`config.mk`:
```
export PLATFORM = sky130hd
export DESIGN_NAME = lcd_msg_arbiter
export DESIGN_NICKNAME = d
export VERILOG_FILES = /design/src/rtl/lcd_cmd_pkg.sv /design/src/rtl/lcd_msg_arbiter_hold_timer.sv /design/src/rtl/lcd_msg_arbiter.sv
export SDC_FILE = /design/constraint.sdc
export NUM_CORES = 1
export LEC_CHECK = 0
export ABC_AREA = 1
export CORE_MARGIN = 3
export CORE_UTILIZATION = 40
export DETAILED_ROUTE_END_ITERATION = 8
export GPL_TIMING_DRIVEN = 0
export HOLD_SLACK_MARGIN = 0.02
export PLACE_DENSITY = 0.65
export SLEW_MARGIN = 20
export SYNTH_ARGS = -nofsm -noshare
export SYNTH_HDL_FRONTEND = slang
export SYNTH_SLANG_ARGS = --single-unit
```
`constraint.sdc`:
```
create_clock -name clk -period 4.5 [get_ports clk]
set_input_delay 0.9 -clock clk [delete_from_list [all_inputs] [get_ports clk]]
set_output_delay 0.9 -clock clk [all_outputs]
set_load 0.02 [all_outputs]
```
`src/rtl/lcd_cmd_pkg.sv`:
```
// Message codes shared by the game FSM, the LCD arbiter and textlcd,
// plus the arbiter state encoding.
package lcd_cmd_pkg;

   localparam logic [2:0] CMD_CORRECT = 3'b000;
   localparam logic [2:0] CMD_FAIL    = 3'b001;
   localparam logic [2:0] CMD_UP      = 3'b010;
   localparam logic [2:0] CMD_DOWN    = 3'b011;
   localparam logic [2:0] CMD_RETRY   = 3'b100;
   localparam logic [2:0] CMD_START   = 3'b101;
   localparam logic [2:0] CMD_ENTER   = 3'b110;

   typedef enum logic [1:0] {
      S_IDLE = 2'b00,
      S_SHOW = 2'b01,
      S_DFLT = 2'b10
   } state_e;

endpackage

```
`src/rtl/lcd_msg_arbiter_hold_timer.sv`:
```
// Loadable down-counter that measures the message hold window.
// Load has priority over count; the counter parks at zero.
module hold_timer #(
   parameter int CNT_W = 28
) (
   input  logic             clk,
   input  logic             resetn_i,
   input  logic             clr_i,
   input  logic             load_i,
   input  logic [CNT_W-1:0] load_val_i,
   input  logic             en_i,
   output logic             zero_o
);

   logic [CNT_W-1:0] cnt_q, cnt_d;

   always_comb begin
      cnt_d = cnt_q;
      if (load_i) begin
         cnt_d = load_val_i;
      end else if (en_i && (cnt_q != '0)) begin
         cnt_d = cnt_q - 1'b1;
      end
   end

   always_ff @(posedge clk) begin
      if (!resetn_i || clr_i) begin
         cnt_q <= '0;
      end else begin
         cnt_q <= cnt_d;
      end
   end

   assign zero_o = (cnt_q == '0);

endmodule

```
`src/rtl/lcd_msg_arbiter.sv`:
```
// Two-source arbiter for the text-LCD command: req0 (game) beats req1 (aux),
// every accepted message is held for HOLD_CYCLES, idle traffic reverts to a prompt.
module lcd_msg_arbiter
   import lcd_cmd_pkg::*;
#(
   parameter int         HOLD_CYCLES = 50_000_000,
   parameter int         IDLE_CYCLES = 250_000_000,
   parameter int         CNT_W       = 28,
   parameter logic [2:0] RESET_CMD   = CMD_START,
   parameter logic [2:0] IDLE_CMD    = CMD_ENTER
) (
   input  logic       clk,
   input  logic       resetn,
   input  logic       flush,
   input  logic       req0_valid,
   input  logic [2:0] req0_cmd,
   output logic       req0_ready,
   input  logic       req1_valid,
   input  logic [2:0] req1_cmd,
   output logic       req1_ready,
   output logic [2:0] lcd_cmd,
   output logic       lcd_busy,
   output logic       lcd_src
);

   localparam logic [CNT_W-1:0] HOLD_LOAD = CNT_W'(HOLD_CYCLES - 1);
   localparam logic [CNT_W-1:0] IDLE_LAST = CNT_W'(IDLE_CYCLES - 1);

   state_e           state_q, state_d;
   logic [2:0]       cmd_q, cmd_d;
   logic             src_q, src_d;
   logic [CNT_W-1:0] idle_q, idle_d;
   logic             hold_zero;
   logic             acc0, accept;

   // A game message on screen blocks everyone; an aux message only blocks aux.
   always_comb begin
      req0_ready = 1'b0;
      req1_ready = 1'b0;
      if (resetn && !flush) begin
         case (state_q)
            S_IDLE, S_DFLT: begin
               req0_ready = 1'b1;
               req1_ready = !req0_valid;
            end
            S_SHOW: req0_ready = src_q;
            default: ;
         endcase
      end
   end

   assign acc0   = req0_valid && req0_ready;
   assign accept = acc0 || (req1_valid && req1_ready);

   always_comb begin
      state_d = state_q;
      cmd_d   = cmd_q;
      src_d   = src_q;
      idle_d  = idle_q;
      if (accept) begin
         state_d = S_SHOW;
         cmd_d   = acc0 ? req0_cmd : req1_cmd;
         src_d   = !acc0;
         idle_d  = '0;
      end else begin
         case (state_q)
            S_IDLE: begin
               if (idle_q == IDLE_LAST) begin
                  state_d = S_DFLT;
                  cmd_d   = IDLE_CMD;
                  src_d   = 1'b1;
               end else begin
                  idle_d = idle_q + 1'b1;
               end
            end
            S_SHOW: begin
               if (hold_zero) begin
                  state_d = S_IDLE;
                  idle_d  = '0;
               end
            end
            S_DFLT: ;
            default: state_d = S_IDLE;
         endcase
      end
   end

   always_ff @(posedge clk) begin
      if (!resetn || flush) begin
         state_q <= S_IDLE;
         cmd_q   <= RESET_CMD;
         src_q   <= 1'b1;
         idle_q  <= '0;
      end else begin
         state_q <= state_d;
         cmd_q   <= cmd_d;
         src_q   <= src_d;
         idle_q  <= idle_d;
      end
   end

   hold_timer #(
      .CNT_W(CNT_W)
   ) u_hold (
      .clk       (clk),
      .resetn_i  (resetn),
      .clr_i     (flush),
      .load_i    (accept),
      .load_val_i(HOLD_LOAD),
      .en_i      (state_q == S_SHOW),
      .zero_o    (hold_zero)
   );

   assign lcd_cmd  = cmd_q;
   assign lcd_busy = (state_q == S_SHOW);
   assign lcd_src  = src_q;

endmodule

```
==> results.txt <==
----------------------------------------------------
[Run status]
  Status ... finished, final reports clean

[Min path]
  Min-delay worst type ... reg2reg
  Worst Hold Launch ... lcd_cmd[1]$_SDFFE_PP0P_

[Final layout]
  Commonest non-fill, non-tap cells in the layout ... nand2_1, nor2_1, inv_1, nand3_1, dfxtp_1
  Layout cells sized above 1 ... 0.103
  Most common cell after layout, fill and taps aside ... nand2_1
  Finished Cell Area ... ~0.0047 mm2
  Antenna Diode Count ... 0
  Net count, final ... 745
  Layout Area Growth over Synthesis ... 12.8%
  Non-filler cells in the finished layout ... 869

[Clock tree]
  Post-CTS resize count ... 0
  Count of clock tree sinks ... between 60 and 70
  Later-pin clock latency in the skew report ... 0.36 ns
  Count of H-tree levels built during CTS ... 3
  CTS tree ... built
  Post CTS Setup Buffer Count ... 0
  Clock Root Buffer ... clkbuf_8
  TritonCTS Buffers ... 9
  Reg clk slew, reported paths ... around 0.070 ns
  Number of hold buffers added after CTS ... 0
  Buffers from clock root to sink, at most ... 2

[Power and ir drop]
  Fraction of power consumed by sequential logic ... 0.427
  Clk network pwr share ... 0.379
  Max VDD drop ... 0.172 mV
  Net Sw Power ... ~0.42 mW
  Relative contribution of combinational cells to total power ... 0.194
  Power density of the placed cells ... between 200 and 300 mW/mm2
  Leakage power total ... 2.04 nW
  Sw Ratio ... 0.313
  Tot Pwr ... 1.34 mW
  Internal Pwr Total ... 0.918 mW

[Critical path]
  Delay of the slowest cell on the worst path ... 0.65 ns
  Startpoint-to-endpoint class of the critical path ... in2out
  Most frequent CP cell ... clkdlybuf4s50_1
  Source of the critical timing path ... resetn
  Kind of launch point of the worst setup path ... primary input
  Worst-path cell chain ... clkdlybuf4s50_1 -> inv_1 -> nor2_4 -> inv_2 -> a21oi_1 -> clkdlybuf4s50_1
  Kind of cell adding the most delay to the critical path ... buffers and inverters
  CP Data Required Time ... around 3.6 ns
  Crit Path Max Fanout ... 10
  Worst Path Arrival ... 2.72 ns
  Number of buffer and inverter instances along the worst setup path ... 4
  Cell with the largest stage delay on the worst path ... clkdlybuf4s50_1
  Endpoint class of the critical path ... output port
  R2R Path Start ... idle_q[0]$_SDFFE_PP0P_

[STA]
  Setup violators final ... 0
  Fmax ... around 0.28 GHz
  Fin Setup TNS ... 0 ns
  RSZ-0062 raised after global routing ... false
  Transition time of the tightest slew-check pin ... 0.578 ns
  Final worst slack ... 0.881 ns
  Max-slew headroom ... 0.615
  Final hold vios ... 0
  Setup clock skew after layout ... 0.0108 ns
  Final critical path time including I/O delays and setup ... 3.62 ns
  Final slew viol count ... 0
  Final worst path period share ... 0.804

[Placed design]
  Dpl hpwl ... 8650 um
  Worst-case setup slack after placement ... 0.893 ns
  Cell count after placement ... around 850
  Count of buffers inserted at the top-level ports ... 17
  Post-place instance area ... roughly 0.0045 mm2
  Final estimated routing congestion in global placement ... 0.951

[Route]
  Number of optimization iterations in the first detailed-route pass ... 5
  DRC Markers ... 0
  DRT antenna net count ... 0
  Wirelength per Cell ... 13.2 um
  Iteration-0 DRC count of the detailed router ... 362
  Vias post-DR ... approximately 4400
  Wirelength, routed ... roughly 11000 um
  Detail-routed via count per cell ... approximately 5.1

[Synth]
  Number of library cell types mapped by synthesis ... 34
  Flop and latch count out of synthesis ... 62
  Sequential cell area fraction in the yosys report ... 0.295
  Cell count after synthesis ... 703
  Synthesized area divided by synthesized cell count ... 5.98 um2
  Post-synthesis instance area ... 0.00420 mm2
  Count of warnings emitted by yosys ... 0
  Number of nets produced by synthesis ... 717

[Global route]
  Wire length of the first global-routing pass ... around 19000 um
  Maximum number of pins on one net before global-route repair ... 12
  Global-route usage over all layers ... 0.209
  Antenna violations before repair ... 0
  Total overflow reported by the global router ... 0
  Via count of the first global-routing pass ... roughly 4200

[Die]
  Die Outline Area ... 0.0118 mm2
  Y dimension of the die ... 109 um
  Row count ... 36
  Top-level port count ... 18
  Initial standard-cell utilization of the core ... 0.420
  Die W ... ~110 um
  Area of the core ... 0.0100 mm2

[Flow run]
  Maximum Capacitance Violations ... 0

----------------------------------------------------
## per-layer routing
metal	vias up	part of all wire	wire length, um	GRT usage
li1	2256	-	-	-
met1	1990	0.50	5660	0.295
met2	144	0.42	4810	0.318
met3	13	0.071	816	0.0424
met4	0	0.012	137	0.0676
met5	-	0	0	0
## cells in the mapped netlist (all sizes together)
master	count	area share
clkbuf	2	0.0018
xor2	13	0.027
xnor2	5	0.010
o21a	1	0.0018
nor3	2	0.0024
nand2	246	0.23
buf	14	0.021
nor2	135	0.14
a31oi	1	0.0015
nand4	9	0.013
dfxtp	62	0.30
ha	3	0.0089
inv	76	0.069
o21bai	6	0.011
nand3b	1	0.0018
and3	1	0.0015
o21ai	13	0.016
a211oi	1	0.0018
nand3	70	0.086
a21oi	42	0.061
## registers in the layout (all words and copies together), names as in the netlist
name / cells
idle_q: 28
lcd_cmd: 3
lcd_src: 1
state_q: 2
u_hold.cnt_q: 28
## final timing paths
check	endpoint	slack, ns	cells past startpoint
worst max-delay path	req0_ready	0.88	6
worst min-delay path	lcd_cmd[1]$_SDFFE_PP0P_	0.47	2
worst max register to register	idle_q[14]$_SDFFE_PP0P_	2.38	12
worst min register to register	lcd_cmd[1]$_SDFFE_PP0P_	0.47	2
## cells by family after synthesis
group                      after synthesis  synth area share
adders and majority gates                3           0.00893
xor gates and xnor gates                18            0.0375
DFF                                     62             0.295
AOI/OAI and AO/OA                       64            0.0929
and+or+nand+nor                        464             0.473
buffers and inverters                   92            0.0923
## final cells by class
| class | count | area [um2] |
|---|---|---|
| Inverter | 76 | 290 |
| Clock buffer | 11 | 141 |
| Tap cell | 133 | 166 |
| Timing Repair Buffer | 17 | 170 |
| Fill cell | 1096 | 5260 |
| Clock inverter | 5 | 58.8 |
| Multi-Input combinational cell | 549 | 2570 |
| Buffer | 16 | 97.6 |
| Sequential cell | 62 | 1240 |
## metrics by stage
| step | hold slack [ns] | util |
|---|---|---|
| after global routing | 0.520 | 0.474 |
| after global placement | 0.452 | 0.454 |
| after floorplan | 0.454 | - |
| final | 0.471 | 0.474 |
| after detailed placement | 0.455 | 0.454 |
| after CTS | 0.477 | 0.474 |
## power groups by stage
stage	logic, mW	clock network [mW]	registers (mW)
after CTS	0.258	0.521	0.570
final	0.260	0.506	0.570
after global placement	0.253	0	0.582
after floorplan	0.193	0	0.580
after global routing	0.291	0.543	0.572
after detailed placement	0.256	0	0.583
## tightest hold or removal path, cell delays in order (launching register included)
cell and delay [ns]:
dfxtp_1 0.33, o21ai_1 0.07, inv_1 0.04
(Power assumes the default switching activity.)
